[src/rtl/gp_cmd_dispatcher.sv]
// gp_cmd_dispatcher
// Decodes 32-bit graphics command words from the command FIFO and drives
// the frame filler (FF) and line engine (LE) with single-cycle strobes.
// Supports FILL, LINE, POLYLINE, FRAME and STOP, plus restart via gp_start.
//
// Ports:
//   clk, rst_n        clock, asynchronous active-low reset
//   gp_start          start/restart pulse; gp_frame is the default frame base
//   cmd_word/valid    command stream in; cmd_ready is the accept handshake
//   cmd_flush         pulse telling the FIFO to drop its contents on restart
//   gp_interrupt      pulse when STOP executes; busy is high outside IDLE
//   ff_*              frame filler request (colour, frame, valid pulse)
//   le_*              line engine colour/point strobes, trigger and frame
//
// Optional build macro GP_CMD_ERR_EN: adds err_flag (sticky) and
// err_opcode; an unknown opcode then interrupts and returns to IDLE.
// Without it, unknown opcodes are consumed and skipped.
module gp_cmd_dispatcher #(
  parameter int COORD_W = 10,
  parameter int COLOR_W = 24,
  parameter int CNT_W   = 16
) (
  input  logic                 clk,
  input  logic                 rst_n,
  input  logic                 gp_start,
  input  logic [31:0]          gp_frame,
  input  logic [31:0]          cmd_word,
  input  logic                 cmd_valid,
  output logic                 cmd_ready,
  output logic                 cmd_flush,
  output logic                 gp_interrupt,
  output logic                 busy,
  input  logic                 ff_ready,
  output logic                 ff_valid,
  output logic [COLOR_W-1:0]   ff_color,
  output logic [31:0]          ff_frame,
  input  logic                 le_ready,
  output logic [COLOR_W-1:0]   le_color,
  output logic                 le_color_valid,
  output logic [2*COORD_W-1:0] le_point,
  output logic                 le_point0_valid,
  output logic                 le_point1_valid,
  output logic                 le_trigger,
  output logic [31:0]          le_frame
`ifdef GP_CMD_ERR_EN
  ,
  output logic                 err_flag,
  output logic [7:0]           err_opcode
`endif
);

  localparam logic [7:0] OP_STOP  = 8'h00;
  localparam logic [7:0] OP_FILL  = 8'h01;
  localparam logic [7:0] OP_LINE  = 8'h02;
  localparam logic [7:0] OP_PLINE = 8'h03;
  localparam logic [7:0] OP_FRAME = 8'h04;

  typedef enum logic [3:0] {
    S_IDLE, S_DECODE, S_L_P0, S_L_P1, S_PL_CNT,
    S_PL_FIRST, S_PL_SEG, S_PL_P1, S_FR_W
  } state_e;

  state_e               state_q, state_d;
  logic [31:0]          frame_q, frame_d;
  logic [COLOR_W-1:0]   ff_color_q, ff_color_d, le_color_q, le_color_d;
  logic [2*COORD_W-1:0] point_q, point_d, prev_q, prev_d, cur_q, cur_d;
  logic [CNT_W-1:0]     seg_cnt_q, seg_cnt_d;
  logic ff_valid_q, ff_valid_d, le_cv_q, le_cv_d, le_p0_q, le_p0_d;
  logic le_p1_q, le_p1_d, flush_q, flush_d, irq_q, irq_d;
  logic ready_q, ready_d, busy_q, busy_d;
`ifdef GP_CMD_ERR_EN
  logic                 err_flag_q, err_flag_d;
  logic [7:0]           err_op_q, err_op_d;
`endif

  logic [7:0]           opcode_s;
  logic [2*COORD_W-1:0] word_pt_s;
  logic                 accept_s, strobe_now_s, strobe_next_s, needs_word_s;

  assign opcode_s  = cmd_word[31:24];
  assign word_pt_s = {cmd_word[16+COORD_W-1:16], cmd_word[COORD_W-1:0]};
  // A word offered alongside gp_start is dropped; the FIFO is flushed next cycle.
  assign accept_s     = cmd_valid & ready_q & ~gp_start;
  assign strobe_now_s = ff_valid_q | le_cv_q | le_p0_q | le_p1_q;

  // Next-state and next-output computation for the command FSM.
  always_comb begin
    state_d    = state_q;
    frame_d    = frame_q;
    ff_color_d = ff_color_q;
    le_color_d = le_color_q;
    point_d    = point_q;
    prev_d     = prev_q;
    cur_d      = cur_q;
    seg_cnt_d  = seg_cnt_q;
    ff_valid_d = 1'b0;
    le_cv_d    = 1'b0;
    le_p0_d    = 1'b0;
    le_p1_d    = 1'b0;
    flush_d    = 1'b0;
    irq_d      = 1'b0;
`ifdef GP_CMD_ERR_EN
    err_flag_d = err_flag_q;
    err_op_d   = err_op_q;
`endif
    if (gp_start) begin
      // Restart wins over anything the current state would do this cycle.
      flush_d   = 1'b1;
      frame_d   = gp_frame;
      seg_cnt_d = {CNT_W{1'b0}};
      state_d   = S_DECODE;
`ifdef GP_CMD_ERR_EN
      err_flag_d = 1'b0;
`endif
    end else begin
      case (state_q)
        S_IDLE: state_d = S_IDLE;
        S_DECODE: begin
          if (accept_s) begin
            case (opcode_s)
              OP_STOP: begin
                irq_d   = 1'b1;
                state_d = S_IDLE;
              end
              OP_FILL: begin
                ff_color_d = cmd_word[COLOR_W-1:0];
                ff_valid_d = 1'b1;
              end
              OP_LINE: begin
                le_color_d = cmd_word[COLOR_W-1:0];
                le_cv_d    = 1'b1;
                state_d    = S_L_P0;
              end
              OP_PLINE: begin
                le_color_d = cmd_word[COLOR_W-1:0];
                le_cv_d    = 1'b1;
                state_d    = S_PL_CNT;
              end
              OP_FRAME: state_d = S_FR_W;
              default: begin
`ifdef GP_CMD_ERR_EN
                err_flag_d = 1'b1;
                err_op_d   = opcode_s;
                irq_d      = 1'b1;
                state_d    = S_IDLE;
`else
                state_d    = S_DECODE;
`endif
              end
            endcase
          end else begin
            state_d = S_DECODE;
          end
        end
        S_L_P0: begin
          if (accept_s) begin
            point_d = word_pt_s;
            le_p0_d = 1'b1;
            state_d = S_L_P1;
          end else begin
            state_d = S_L_P0;
          end
        end
        S_L_P1: begin
          if (accept_s) begin
            point_d = word_pt_s;
            le_p1_d = 1'b1;
            state_d = S_DECODE;
          end else begin
            state_d = S_L_P1;
          end
        end
        S_PL_CNT: begin
          if (accept_s) begin
            seg_cnt_d = cmd_word[CNT_W-1:0];
            if (cmd_word[CNT_W-1:0] == {CNT_W{1'b0}}) begin
              state_d = S_DECODE;
            end else begin
              state_d = S_PL_FIRST;
            end
          end else begin
            state_d = S_PL_CNT;
          end
        end
        S_PL_FIRST: begin
          if (accept_s) begin
            prev_d  = word_pt_s;
            state_d = S_PL_SEG;
          end else begin
            state_d = S_PL_FIRST;
          end
        end
        S_PL_SEG: begin
          // Segment start point is the previous end point; new point waits in cur.
          if (accept_s) begin
            point_d = prev_q;
            le_p0_d = 1'b1;
            cur_d   = word_pt_s;
            state_d = S_PL_P1;
          end else begin
            state_d = S_PL_SEG;
          end
        end
        S_PL_P1: begin
          // Keep a gap after the point0 strobe and wait for the engine.
          if (le_ready && !strobe_now_s) begin
            point_d   = cur_q;
            le_p1_d   = 1'b1;
            prev_d    = cur_q;
            seg_cnt_d = seg_cnt_q - {{(CNT_W-1){1'b0}}, 1'b1};
            if (seg_cnt_q == {{(CNT_W-1){1'b0}}, 1'b1}) begin
              state_d = S_DECODE;
            end else begin
              state_d = S_PL_SEG;
            end
          end else begin
            state_d = S_PL_P1;
          end
        end
        S_FR_W: begin
          if (accept_s) begin
            frame_d = cmd_word;
            state_d = S_DECODE;
          end else begin
            state_d = S_FR_W;
          end
        end
        default: state_d = S_IDLE;
      endcase
    end

    case (state_d)
      S_IDLE, S_PL_P1: needs_word_s = 1'b0;
      default:         needs_word_s = 1'b1;
    endcase
    strobe_next_s = ff_valid_d | le_cv_d | le_p0_d | le_p1_d;
    // No acceptance in a strobe cycle or the cycle after, so strobes stay spaced.
    ready_d = needs_word_s & ff_ready & le_ready & ~strobe_next_s & ~strobe_now_s & ~gp_start;
    busy_d  = (state_d != S_IDLE);
  end

  // State and output registers.
  always_ff @(posedge clk or negedge rst_n) begin
    if (!rst_n) begin
      state_q    <= S_IDLE;
      frame_q    <= 32'h0000_0000;
      ff_color_q <= {COLOR_W{1'b0}};
      le_color_q <= {COLOR_W{1'b0}};
      point_q    <= {(2*COORD_W){1'b0}};
      prev_q     <= {(2*COORD_W){1'b0}};
      cur_q      <= {(2*COORD_W){1'b0}};
      seg_cnt_q  <= {CNT_W{1'b0}};
      ff_valid_q <= 1'b0;
      le_cv_q    <= 1'b0;
      le_p0_q    <= 1'b0;
      le_p1_q    <= 1'b0;
      flush_q    <= 1'b0;
      irq_q      <= 1'b0;
      ready_q    <= 1'b0;
      busy_q     <= 1'b0;
`ifdef GP_CMD_ERR_EN
      err_flag_q <= 1'b0;
      err_op_q   <= 8'h00;
`endif
    end else begin
      state_q    <= state_d;
      frame_q    <= frame_d;
      ff_color_q <= ff_color_d;
      le_color_q <= le_color_d;
      point_q    <= point_d;
      prev_q     <= prev_d;
      cur_q      <= cur_d;
      seg_cnt_q  <= seg_cnt_d;
      ff_valid_q <= ff_valid_d;
      le_cv_q    <= le_cv_d;
      le_p0_q    <= le_p0_d;
      le_p1_q    <= le_p1_d;
      flush_q    <= flush_d;
      irq_q      <= irq_d;
      ready_q    <= ready_d;
      busy_q     <= busy_d;
`ifdef GP_CMD_ERR_EN
      err_flag_q <= err_flag_d;
      err_op_q   <= err_op_d;
`endif
    end
  end

  assign cmd_ready       = ready_q;
  assign cmd_flush       = flush_q;
  assign gp_interrupt    = irq_q;
  assign busy            = busy_q;
  assign ff_valid        = ff_valid_q;
  assign ff_color        = ff_color_q;
  assign ff_frame        = frame_q;
  assign le_color        = le_color_q;
  assign le_color_valid  = le_cv_q;
  assign le_point        = point_q;
  assign le_point0_valid = le_p0_q;
  assign le_point1_valid = le_p1_q;
  assign le_trigger      = le_p1_q;
  assign le_frame        = frame_q;
`ifdef GP_CMD_ERR_EN
  assign err_flag        = err_flag_q;
  assign err_opcode      = err_op_q;
`endif

endmodule

[config.mk]
export PLATFORM = sky130hd
export DESIGN_NAME = gp_cmd_dispatcher
export DESIGN_NICKNAME = d
export VERILOG_FILES = /design/src/rtl/gp_cmd_dispatcher.sv
export SDC_FILE = /design/constraint.sdc
export NUM_CORES = 1
export LEC_CHECK = 0
export ABC_AREA = 1
export CORE_MARGIN = 4
export CORE_UTILIZATION = 25
export DETAILED_ROUTE_END_ITERATION = 10
export GPL_ROUTABILITY_DRIVEN = 0
export PLACE_DENSITY_LB_ADDON = 0.12
export SYNTH_ARGS = -nofsm -noshare
export SYNTH_HDL_FRONTEND = slang
export SYNTH_SLANG_ARGS = --single-unit
[constraint.sdc]
create_clock -name clk -period 3.65 [get_ports clk]
set_input_delay 0.9125 -clock clk [delete_from_list [all_inputs] [get_ports clk]]
set_output_delay 0.9125 -clock clk [all_outputs]
set_load 0.1 [all_outputs]
# Word level (Yosys, flattened, before mapping)
# Index checks and enable logic that the tools add are counted.
word_totals:
  out_inout_bits: 141
  ram_bits: 0
  latchBits: 0
  inputBits: 70
  rom_bits: 0
  n_memories: 0
  ff_bits: 168
  elab_cells: 120
classes:
  div_mod_pow: 0
  n_addsub: 1
  n_reduce_logical: 22
  shifts: 0
  n_bitwise: 16
  n_eq_ne: 20
  mux: 45
  n_lt_le_gt_ge: 0
  multipliers: 0
op_table:
  columns: ["op", "n"]
  rows:
  - ["2-to-1 mux 32 bit", 3]
  - ["2-to-1 mux 20 bit", 3]
  - ["one-hot mux 20 bit (3 select lines)", 1]
  - ["2-to-1 mux 16 bit", 3]
  - ["one-hot mux 20 bit (2 select lines)", 1]
  - ["one-hot mux 16 bit (2 select lines)", 1]
  - ["one-hot mux 4 bit (8 select lines)", 1]
  - ["2-to-1 mux 1 bit", 21]
  - ["equality test 4 x 3 -> 1 bit (second input constant)", 5]
  - ["2-to-1 mux 4 bit", 5]
  - ["one-hot mux 4 bit (5 select lines)", 1]
  - ["equality test 16 x 1 -> 1 bit (second input constant)", 1]
  - ["equality test 8 x 2 -> 1 bit (second input constant)", 2]
  - ["zero test 16 bit", 1]
  - ["subtractor 16 x 1 -> 16 bit (second input constant)", 1]
  - ["AND reduction 4 bit", 3]
  - ["equality test 4 x 2 -> 1 bit (second input constant)", 2]
  - ["equality test 8 x 1 -> 1 bit (second input constant)", 1]
  - ["equality test 8 x 3 -> 1 bit (second input constant)", 1]
  - ["zero test 8 bit", 1]
  - ["OR reduction 2 bit", 4]
  - ["bitwise AND 1 bit", 7]
  - ["2-to-1 mux 3 bit", 2]
  - ["inequality test 2 bit (second input constant)", 3]
  - ["17 further kinds", 30]

# Depth between registers and ports, before layout
depth:
  word_depth: 16
  mapped_depth: 11

# Least setup slack after synthesis
# No wires, ideal clock.
synth_timing:
  path_kind: "register -> output"
  start: "register le_p1_q (netlist: le_point1_valid)"
  end: "output le_trigger"
  t_arrival_ns: 1.340
  path_slack_ns: 1.397
  stages_incl_launch_ff: 2
  required_time_ns: 2.738
  n_path_buf: 1
  path_cell_list: "dfrtp_1 > buf_4"
synth_lines:
  columns: ["element", "line_no", "source"]
  rows:
  - ["start: declaration", "69", "logic le_p1_q, le_p1_d, flush_q, flush_d, irq_q, irq_d;"]
  - ["start signal: assignment", "277", "le_p1_q <= le_p1_d;"]
  - ["end: declaration", "43", "output logic le_trigger,"]
# No word-level cell between the ends.

# Worst setup path in the final report
layout_timing:
  start: "register le_color_q[17] (netlist: le_color[17])"
  end: "output le_color[17]"
layout_lines:
  columns: ["element", "line_no", "source"]
  rows:
  - ["start: declaration", "65", "logic [COLOR_W-1:0] ff_color_q, ff_color_d, le_color_q, le_color_d;"]
  - ["start signal: assignment", "248", "le_color_q <= {COLOR_W{1'b0}};"]
  - ["start signal: assignment", "269", "le_color_q <= le_color_d;"]
  - ["end: declaration", "38", "output logic [COLOR_W-1:0] le_color,"]
# No word-level cell between the ends.

==> metrics.md <==
| Metric | Value |
|---|---|
| Synth cell count leaders | `nand2_1, dfrtp_1, inv_1, o21ai_0, nor2_1` |
| RR Endpoint | `prev_q[15]` |
| Hold crit path type | `input pin to async pin` |
| Comb power frac | `20.7%` |
| Number of global-route vias before repair | `between 6000 and 7000` |
| Dominant cells by area after synthesis | `dfrtp_1, nand2_1, o21ai_0` |
| Post-Synth Adder-Cell Area | `less than 1%` |
| Syn Area/Cell | `roughly 9 µm²` |
| Worst-Skew Late Latency | `440 ps` |
| Clock Skews | `13.0 ps` |
| Int Power | `3.15 mW` |
| Most common cell in the synthesized netlist | `nand2_1` |
| Endpoints failing setup | `0` |
| Top cell type's share of synthesized area | `around half` |
| # DRC | `0` |
| Yosys cell types | `33` |
| Crit start category | `register` |
| Synth Area in Compound Gates | `around 16%` |
| Post-synth ARST share | `100%` |
| Final setup TNS | `0 ps` |
| Top delay family on crit path | `buffers and inverters` |
| LEAKAGE | `5.20 nW` |
| Crit path buf inv count | `1` |
| Synth area leader | `dfrtp_1` |
| Largest net degree at the start of global routing | `75` |
| Cell count after synthesis | `927` |
| First-pass GRT wire length | `43500 µm` |
| Drt pass-1 iters | `5` |
| Clock sink count | `168` |
| Relative slew slack | `33.1%` |
| CP Capture Type | `output pin` |
| CTS tree | `built` |
| Arrival time worst endpoint | `approximately 2000 ps` |
| Max-Cap Viols | `0` |
| Layout cell share with drive strength beyond 1 | `21.7%` |
| Max VDD drop | `0.291 mV` |
| Critical R2R Launch | `state_q[1]` |
| Status | `finished clean` |
| DRT antenna net count | `0` |
| I/O Pins | `approximately 210` |
| Port buffer count | `210` |
| Worst setup path class | `register to output pin` |
| Seq cells post-synth | `between 150 and 200` |
| Cts bufs inserted | `17` |
| CTS root buffer | `clkbuf_16` |
| Synth Area in Simple Gates | `16.8%` |
| Die W | `about 190 µm` |
| Core area | `0.0319 mm²` |
| Syn_nets | `999` |
| Crit-path slowest cell | `clkdlybuf4s50_1` |
| Crit Path Max Fanout | `2` |
| Clk pwr share | `38.6%` |
| Worst R2R Setup Slack | `1410 ps` |
| Crit share post-route | `78.5%` |
| Final Critical Period | `2870 ps` |
| Routed len/inst | `around 18 µm` |
| EDFF count, synth | `0` |
| Antenna violations before repair | `0` |
| Hold buffer count at CTS | `0` |
| Initial Util | `25.6%` |
| Die Area | `0.0356 mm²` |
| GRT Util Overall | `15.7%` |
| Synth warn | `0` |
| Reg power frac | `just over 40%` |
| Worst path required time | `2740 ps` |
| Post-DP HPWL | `19800 µm` |
| Area Growth Syn to Fin | `31.2%` |
| Final net count | `1164` |
| Clk slew on worst S/H paths | `70 ps` |
| Mux cell area share after synthesis | `3.68%` |
| CP peak stage delay | `1160 ps` |
| CTS H-tree depth | `4` |
| Largest family of logic cells by synthesized area | `simple AND/OR/NAND/NOR gates` |
| Post-synthesis sequential area ratio | `51.5%` |
| Postcts setup bufs | `0` |
| Sw Pwr | `between 1.5 and 2 mW` |
| Final hold vios | `0` |
| Post-Synth XOR/XNOR Area | `less than 1%` |
| Placement Rows | `65` |
| Pwr Total | `4.86 mW` |
| 1st-iter DRT viols | `418` |
| RSZ-0062 raised after global routing | `false` |
| R2r worst-path depth | `7` |
| Clock Path Buffers | `2` |
| Via count | `about 6800` |
| Final wirelength | `around 28000 µm` |
| Fin. max-slew vios | `0` |
| Switching share of total power | `between 30% and 40%` |
| Vias per std cell | `4.40` |
| Total gr overflow | `0` |
| Diodes inserted | `0` |
| Cell Chain, Critical Path | `clkdlybuf4s50_1` |
| Max frequency | `0.349 GHz` |
| PostCTS Resize Cnt | `0` |
| Worst slew pin tran | `1000 ps` |
| Dominant synthesized flop cell | `dfrtp_1` |
| Height of the die | `189 µm` |
| Synth Cell Area | `0.00816 mm²` |
| P per Cell Area | `454 mW/mm²` |
cells in the final DEF (no fill, tap or decap), types with 2 or more instances in the layout:
cell type,instances
inv_6,2
ha_1,2
o22ai_1,7
xor2_1,5
nand3_2,4
nor2_4,3
nand4_1,4
clkdlybuf4s50_1,77
nor3_1,3
nor2_1,82
o21ai_0,96
nand2_2,4
dfrtp_1,168
buf_12,2
nand2_1,201
inv_2,7
inv_1,96
o221ai_1,32
clkbuf_16,17
a21oi_2,11
inv_8,6
clkinv_4,5
o21ai_1,22
mux2_4,20
a21oi_1,46
nand3_1,21
buf_4,141
o21ai_2,9
sequential cells by signal (all words and copies together), names as in the netlist:
signal and cells:
ff_frame 32, ff_color 24, le_color 24, cur_q 20, le_point 20, prev_q 20, seg_cnt_q 16, state_q 4
busy 1, cmd_flush 1, cmd_ready 1, ff_valid 1, gp_interrupt 1, le_color_valid 1, le_point0_valid 1, le_point1_valid 1
area by class of cell:
cell class | instances | area (µm²)
Clock buffer | 17 | 425
Clock inverter | 15 | 175
Fill cell | 3367 | 21200
Inverter | 103 | 387
Multi-Input combinational cell | 580 | 3090
Sequential cell | 168 | 4200
Tap cell | 435 | 544
Timing Repair Buffer | 222 | 1890
per-stage QoR:
stage | setup WS [ps] | util [%] | std cells | hold slack [ps] | cell area (µm²)
3_5_place_dp | 658 | 31.7 | 1508 | 473 | 10100
4_1_cts | 752 | 33.6 | 1540 | 491 | 10700
6_report | 783 | 33.6 | 1540 | 483 | 10700
3_3_place_gp | 710 | 31.7 | 1508 | 467 | 10100
2_1_floorplan | 1400 | - | 927 | 453 | 8160
5_1_grt | 722 | 33.6 | 1540 | 509 | 10700
power by group through the flow:
| stage | clock network (mW) | registers [mW] | logic (mW) |
|---|---|---|---|
| 3_5_place_dp | 0 | 2.01 | 1.02 |
| 3_3_place_gp | 0 | 2.01 | 1.02 |
| 6_report | 1.88 | 1.98 | 1.01 |
| 5_1_grt | 2.01 | 1.99 | 1.07 |
| 2_1_floorplan | 0 | 2.27 | 0.476 |
| 4_1_cts | 1.93 | 1.98 | 1.02 |
routing by layer:
metal / part of all wire, % / up-vias / global-route usage [%]
met5: 0 / - / 0
met4: 0.65 / 0 / 3.20
met3: 4.9 / 11 / 3.26
met2: 47 / 166 / 25.7
met1: 47 / 3264 / 21.7
li1: - / 3340 / -
kinds of logic after synthesis:
| logic type | count (synthesis) |
|---|---|
| xor gates and xnor gates | 5 |
| adders and majority gates | 2 |
| buffers and inverters | 179 |
| AOI/OAI and AO/OA | 225 |
| DFF | 168 |
| and+or+nand+nor | 328 |
| muxes | 20 |
how the worst max path moves through the flow:
| stage | start | depth (start not counted) | end |
|---|---|---|---|
| floorplan | le_point1_valid | 1 | le_trigger |
| global placement | cmd_valid | 8 | le_point[2] |
| detailed placement | cmd_valid | 6 | ff_frame[8] |
| CTS | le_color[17] | 1 | le_color[17] |
| global route | le_color[14] | 1 | le_color[14] |
| finish | le_color[17] | 1 | le_color[17] |
Power figures use the tool's default switching activity.
